[src/rtl/gb80_regfile.sv]
// GB80 register file: eight byte registers (B,C,D,E,H,L,F,A), SP and PC, with registered byte/pair read ports.
// Optional macro GB80_RF_BYPASS_EN forwards same-cycle updates to the read ports.
module gb80_regfile #(
    parameter int                      DATA_WIDTH = 8,
    parameter logic [2*DATA_WIDTH-1:0] SP_RESET   = 16'hFFFE,
    parameter logic [2*DATA_WIDTH-1:0] PC_RESET   = 16'h0000
) (
    input  logic                      i_clk,
    input  logic                      i_reset,
    input  logic                      i_wr_en,
    input  logic [2:0]                i_wr_addr,
    input  logic [DATA_WIDTH-1:0]     i_wr_data,
    input  logic                      i_rd_en,
    input  logic [2:0]                i_rd_a_addr,
    input  logic [2:0]                i_rd_b_addr,
    output logic [DATA_WIDTH-1:0]     o_rd_a_data,
    output logic [DATA_WIDTH-1:0]     o_rd_b_data,
    input  logic [1:0]                i_pair_addr,
    input  logic                      i_pair_wr_en,
    input  logic [2*DATA_WIDTH-1:0]   i_pair_wr_data,
    input  logic [1:0]                i_pair_op,
    input  logic                      i_pair_rd_en,
    output logic [2*DATA_WIDTH-1:0]   o_pair_data,
    input  logic [3:0]                i_flag_wr_mask,
    input  logic [3:0]                i_flags,
    output logic [3:0]                o_flags,
    input  logic                      i_pc_wr_en,
    input  logic [2*DATA_WIDTH-1:0]   i_pc_data,
    input  logic                      i_pc_inc,
    output logic [2*DATA_WIDTH-1:0]   o_pc
);

    localparam int PW = 2 * DATA_WIDTH;
    localparam logic [2:0] F_IDX = 3'd6;
    localparam logic [PW-1:0] ONE = {{(PW-1){1'b0}}, 1'b1};

    logic [DATA_WIDTH-1:0] regs      [8];
    logic [DATA_WIDTH-1:0] regs_next [8];
    logic [DATA_WIDTH-1:0] rd_src    [8];
    logic [PW-1:0]         sp, sp_next, rd_sp;
    logic [PW-1:0]         pc, pc_next;
    logic [PW-1:0]         pair_cur, pair_new, pair_rd_val;
    logic                  pair_touch;

    always_comb begin
        case (i_pair_addr)
            2'd0:    pair_cur = {regs[0], regs[1]};
            2'd1:    pair_cur = {regs[2], regs[3]};
            2'd2:    pair_cur = {regs[4], regs[5]};
            default: pair_cur = sp;
        endcase
    end

    always_comb begin
        pair_new   = pair_cur;
        pair_touch = 1'b0;
        if (i_pair_wr_en) begin
            pair_new   = i_pair_wr_data;
            pair_touch = 1'b1;
        end else if (i_pair_op == 2'b01) begin
            pair_new   = pair_cur + ONE;
            pair_touch = 1'b1;
        end else if (i_pair_op == 2'b10) begin
            pair_new   = pair_cur - ONE;
            pair_touch = 1'b1;
        end
    end

    // Later assignments override earlier ones, so the order below encodes
    // priority from lowest (flag update) to highest (pair write/op).
    always_comb begin
        regs_next = regs;
        sp_next   = sp;
        regs_next[F_IDX][DATA_WIDTH-1 -: 4] =
            (regs[F_IDX][DATA_WIDTH-1 -: 4] & ~i_flag_wr_mask) | (i_flags & i_flag_wr_mask);
        if (i_wr_en) begin
            regs_next[i_wr_addr] = i_wr_data;
        end
        if (pair_touch) begin
            if (i_pair_addr == 2'd3) begin
                sp_next = pair_new;
            end else begin
                regs_next[{i_pair_addr, 1'b0}] = pair_new[PW-1 -: DATA_WIDTH];
                regs_next[{i_pair_addr, 1'b1}] = pair_new[DATA_WIDTH-1:0];
            end
        end
        regs_next[F_IDX][DATA_WIDTH-5:0] = '0;
    end

    always_comb begin
        pc_next = pc;
        if (i_pc_wr_en) begin
            pc_next = i_pc_data;
        end else if (i_pc_inc) begin
            pc_next = pc + ONE;
        end
    end

`ifdef GB80_RF_BYPASS_EN
    always_comb begin
        rd_src = regs_next;
        rd_sp  = sp_next;
    end
`else
    always_comb begin
        rd_src = regs;
        rd_sp  = sp;
    end
`endif

    always_comb begin
        case (i_pair_addr)
            2'd0:    pair_rd_val = {rd_src[0], rd_src[1]};
            2'd1:    pair_rd_val = {rd_src[2], rd_src[3]};
            2'd2:    pair_rd_val = {rd_src[4], rd_src[5]};
            default: pair_rd_val = rd_sp;
        endcase
    end

    always_ff @(posedge i_clk or posedge i_reset) begin
        if (i_reset) begin
            for (int i = 0; i < 8; i++) begin
                regs[i] <= '0;
            end
            sp          <= SP_RESET;
            pc          <= PC_RESET;
            o_rd_a_data <= '0;
            o_rd_b_data <= '0;
            o_pair_data <= '0;
        end else begin
            regs <= regs_next;
            sp   <= sp_next;
            pc   <= pc_next;
            if (i_rd_en) begin
                o_rd_a_data <= rd_src[i_rd_a_addr];
                o_rd_b_data <= rd_src[i_rd_b_addr];
            end
            if (i_pair_rd_en) begin
                o_pair_data <= pair_rd_val;
            end
        end
    end

    assign o_flags = regs[F_IDX][DATA_WIDTH-1 -: 4];
    assign o_pc    = pc;

endmodule

[config.mk]
export PLATFORM = sky130hd
export DESIGN_NAME = gb80_regfile
export DESIGN_NICKNAME = d
export VERILOG_FILES = /design/src/rtl/gb80_regfile.sv
export SDC_FILE = /design/constraint.sdc
export NUM_CORES = 1
export LEC_CHECK = 0
export BUFFER_PORTS_ARGS = -buffer_cell sky130_fd_sc_hd__buf_2
export CORE_AREA = 10 10 131 133
export CTS_CLUSTER_DIAMETER = 120
export DETAILED_ROUTE_END_ITERATION = 12
export DIE_AREA = 0 0 141 143
export PLACE_DENSITY = 0.74
export SETUP_SLACK_MARGIN = 0.5
export SYNTH_ARGS = -nofsm -noshare
export SYNTH_HDL_FRONTEND = slang
export SYNTH_SLANG_ARGS = --single-unit
[constraint.sdc]
create_clock -name i_clk -period 6.1 [get_ports i_clk]
set_input_delay 1.22 -clock i_clk [delete_from_list [all_inputs] [get_ports i_clk]]
set_output_delay 1.22 -clock i_clk [all_outputs]
set_load 0.01 [all_outputs]
After elaboration in Yosys (flattened, before gate mapping)

Index checks and enable logic that the tools add are counted.
W data, S select, Z words.

Add/subtract/negate cells: 3
Magnitude comparators: 8
Equal/unequal tests: 5
Multiplexer cells: 27
Bitwise logic cells: 9
Reduce and logical (&&, ||, !) cells: 6

Operators with widths:

| cell                    | number |
|---|---|
| $bwmux W64              | 3 |
| $mux W64                | 3 |
| $mux W16                | 5 |
| $demux W8 S3            | 3 |
| $mux W8                 | 7 |
| $bmux W8 S3             | 2 |
| $pmux W16 S3            | 1 |
| $add A16 B1 Y16 const B | 2 |
| $ge A4 B4 Y1 const B    | 5 |
| $not A3 Y4              | 5 |
| $sub A16 B1 Y16 const B | 1 |
| $lt A4 B1 Y1 const B    | 3 |
| $and A4 B4 Y4           | 2 |
| $eq A2 B2 Y1 const B    | 3 |
| $eq A2 B1 Y1 const B    | 2 |
| $not A4 Y4              | 1 |
| $or A4 B4 Y4            | 1 |
| $logic_and A1 B1 Y1     | 3 |
| $mux W1                 | 3 |
| $logic_not A2 Y1        | 1 |
| $reduce_and A2 Y1       | 1 |
| $reduce_bool A2 Y1      | 1 |

Flip-flop bits (word level): 124
Bits of input ports: 69
Output and inout bits: 52
Logic and storage cells: 71

Longest topological paths before layout

Depth in word-level cells: 11
Mapped depth: 11
Gate-level depth less buffers: 9

Worst setup path after synthesis

OpenSTA, ideal clock, no wires.

Path kind: input -> register
From: in i_pair_addr[0]
To: reg regs (netlist bit rd_src[28])
Setup time: 0.124 ns
Data arrival time: 3.566 ns
Slack: 2.410 ns
Stages on the path: 11
Buffers on the path: 2
Cell sequence: buf_6 > mux4_2 > buf_2 > inv_1 > ha_1 > nand3b_1 > or3_1 > nor4_1 > o21ai_0 > nor3b_2 > o31a_1

RTL lines:

| what                 | RTL line | RTL |
|---|---|---|
| start, declared      | 18       | `input logic [1:0] i_pair_addr,` |
| end signal, assigned | 131      | `regs <= regs_next;` |
| end, declared        | 37       | `logic [DATA_WIDTH-1:0] regs [8];` |

==> results.md <==
- Status: completed
- Seq. cell area: 3120 um2
- Clock Tree Buf Depth: 2
- GR met3 Demand/Resource: 7.40%
- Crit end category: flop
- Avg WL per Cell: 21.7 um
- Final worst slack: 2220 ps
- Via count: 6,423
- Finish-stage setup viols: 0
- Tmin final: 3880 ps
- Largest net degree at the start of global routing: 78
- CTS Hold Bufs: 0
- GP Congestion: 0.872
- Total CTS buffers: 17
- Int Pwr: 2.06 mW
- Met1 usage: 30.2%
- Switching Share: 32.7%
- Syn Area/Cell: 10.5 um2
- Final Cycle Share: 63.7%
- Die H: 143 um
- Clock share of power: 31.8%
- Setup Skew: 8.66 ps
- Final Cell Area: 9030 um2
- TritonCTS clock tree: yes
- IO buf count: 120
- Worst EP required: 6410 ps
- Gate power share: 28.7%
- GRT Max-Usage Layer: met2
- I/O Pins: 121
- Peak supply drop: 228 uV
- Post-synth EDFFs: 0
- Final Routed Wirelength: 22,400 um
- LEAKAGE: 3.82 nW
- First-pass GRT wire length: 35,700 um
- Total power: 3.06 mW
- Post-synthesis register bit count: 124
- Layout cell share with drive strength beyond 1: 31.9%
- Drt pass-1 iters: 6
- Distinct cells, synth: 53
- Hold WS: 468 ps
- Clock sinks: 124
- Tightest Pin Transition: 957 ps
- Setup Crit Path Kind: in2reg
- Placeable Area: 14,400 um2
- Multi-input combinational cell area: 4420 um2
- Worst EP arrival: 4190 ps
- Post-synth ARST share: 100%
- Syn_nets: 816
- Crit-path max FO: 21
- Die area: 20,200 um2
- Top_reg_cell synth: dfrtp_1
- Syn-to-layout area delta: 15.7%
- Peak Freq: 257 MHz
- Fin nets: 907
- Met2 Track Usage GR: 32.5%
- Die X: 141 um
- Clk slew on worst S/H paths: 50 ps
- Cell Rows: 44
- RSZ-0062 raised after global routing: false
- H-tree depth: 4
- Post-Syn Instances: 742
- Starting Density: 54.1%
- Worst skew pair latency: 430 ps
- Slew HR: 36.2%
- Slew Limit Fails: 0
- Hold Path Class: reg2reg
- Initial DRC count: 809
- Setup slack at placement: 1800 ps
- Initial antenna violation count: 2
- HPWL Detailed: 16,000 um
- Sequential share of the synthesized area: 40.0%
- Sw power: 1.00 mW
- Placed cell area: 8460 um2
- Post-route ant nets: 0
- CP Launch Type: primary input
- Syn Std Cell Area: 7800 um2
- Post_cts resized: 0
- Remaining DRCs: 0
- Vias in the first global route: 6,478
- Yosys warns: 0
- Gr usage total: 22.1%
- Vias per cell: 6.22
- Final Hold Fails: 0
- Power Dens Cells: 339 nW/um2
- Setup TNS: 0 ps
- Sequential share of power: 39.5%
- Total gr overflow: 0
- Clock Tree Root: clkbuf_16
- Max-Cap Viols: 0
- Setup bufs post-CTS: 0
- Fill count: 1,171
## cell type report
| cell class | count | share of cell area [%] |
|---|---|---|
| Multi-Input combinational cell | 555 | 48.9 |
| Inverter | 7 | 0.319 |
| Tap cell | 184 | 2.55 |
| Sequential cell | 124 | 34.6 |
| Antenna cell | 2 | 0.0554 |
| Clock inverter | 7 | 0.693 |
| Timing Repair Buffer | 128 | 7.32 |
| Clock buffer | 25 | 5.60 |
## layout by cell type, fill, tap and decap left out, drive strengths merged, types with 6 or more instances in the layout
master	instances
a21oi	40
buf	128
and2	8
and3	10
nor3b	6
nor3	11
xnor2	10
mux2	44
a221oi	7
o21ai	49
a22o	8
o31a	12
nor2	57
xor2	14
nand2	85
inv	7
mux2i	69
dfrtp	109
or3	9
clkbuf	25
dfstp	15
nand3	15
and4	6
mux4	40
nand2b	15
## registers in the layout, summed over array words and instances (netlist names)
name,cells
o_pc,16
rd_src,56
o_flags,4
rd_sp,16
o_pair_data,16
o_rd_a_data,8
o_rd_b_data,8
## power by group through the flow
stage               clock [mW]  combinational (mW)  sequential [mW]
floorplan                    0               0.599             1.18
global placement             0               0.841             1.20
detailed placement           0               0.866             1.21
CTS                      0.984               0.874             1.20
global route              1.02               0.961             1.23
finish                   0.972               0.879             1.21
## final timing paths
path	endpoint	slack, ps	startpoint	cells past startpoint
worst max-delay path	rd_src[58]$_DFF_PP0_	2220	i_pair_addr[0]	10
worst min-delay path	rd_sp[2]$_DFFE_PP1P_	470	rd_sp[2]$_DFFE_PP1P_	2
worst max register to register	rd_src[58]$_DFF_PP0_	3160	rd_src[16]$_DFF_PP0_	9
worst min register to register	rd_sp[2]$_DFFE_PP1P_	470	rd_sp[2]$_DFFE_PP1P_	2
max in group asynchronous	o_pair_data[7]$_DFFE_PP0P_	3910	i_reset	3
min in group asynchronous	rd_src[33]$_DFF_PP0_	1010	i_reset	2
## routing by layer
| layer | vias up | part of all wire (%) |
|---|---|---|
| li1 | 2907 | - |
| met1 | 3141 | 43 |
| met2 | 335 | 45 |
| met3 | 40 | 11 |
| met4 | 0 | 1.6 |
| met5 | - | 0 |
## Yosys cell counts, types with 6 or more instances
library cell  instances  area (um2)
mux2i_1              69         691
or3_1                 9        56.3
a22o_1                8        70.1
nand2_1              85         319
a21oi_1              39         195
and2_1                8        50.1
nor2_1               57         214
xnor2_1              10        87.6
mux4_2               39         878
inv_1                 7        26.3
o31a_1               12         105
mux2_2               44         495
dfrtp_1             109        2730
buf_1                12        45.0
dfstp_2              15         394
and4_1                6        52.6
nand2b_1             14        87.6
clkbuf_1             35         131
and3_1               10        62.6
nor3_1               11        55.1
o21ai_0              49         245
nand3_1              15        75.1
xor2_1               14         123
## stage by stage
stage | instances | util (%)
floorplan | 742 | -
global placement | 998 | 58.6
detailed placement | 998 | 58.6
CTS | 1030 | 62.6
global route | 1032 | 62.6
finish | 1032 | 62.6
## critical path: stages
cell and delay (ps):
buf_2 500, mux4_2 700, inv_1 90, ha_1 140, nand3b_1 110, or3_1 420
nor4b_2 370, o21ai_0 110, nor3b_2 190, o31a_1 330
## kinds of logic (layout without fill, tap and decap cells)
| group | after synthesis | count (layout) | share of synthesized area (%) |
|---|---|---|---|
| and+or+nand+nor | 240 | 240 | 15.2 |
| muxes | 153 | 153 | 26.8 |
| AOI/OAI and AO/OA | 133 | 133 | 11.1 |
| DFF | 124 | 124 | 40.0 |
| buffers and inverters | 63 | 167 | 3.38 |
| xor gates and xnor gates | 24 | 24 | 2.69 |
| adders and majority gates | 5 | 5 | 0.802 |
| other | 0 | 2 | 0 |
No activity file was read; power rests on OpenSTA's default activity.
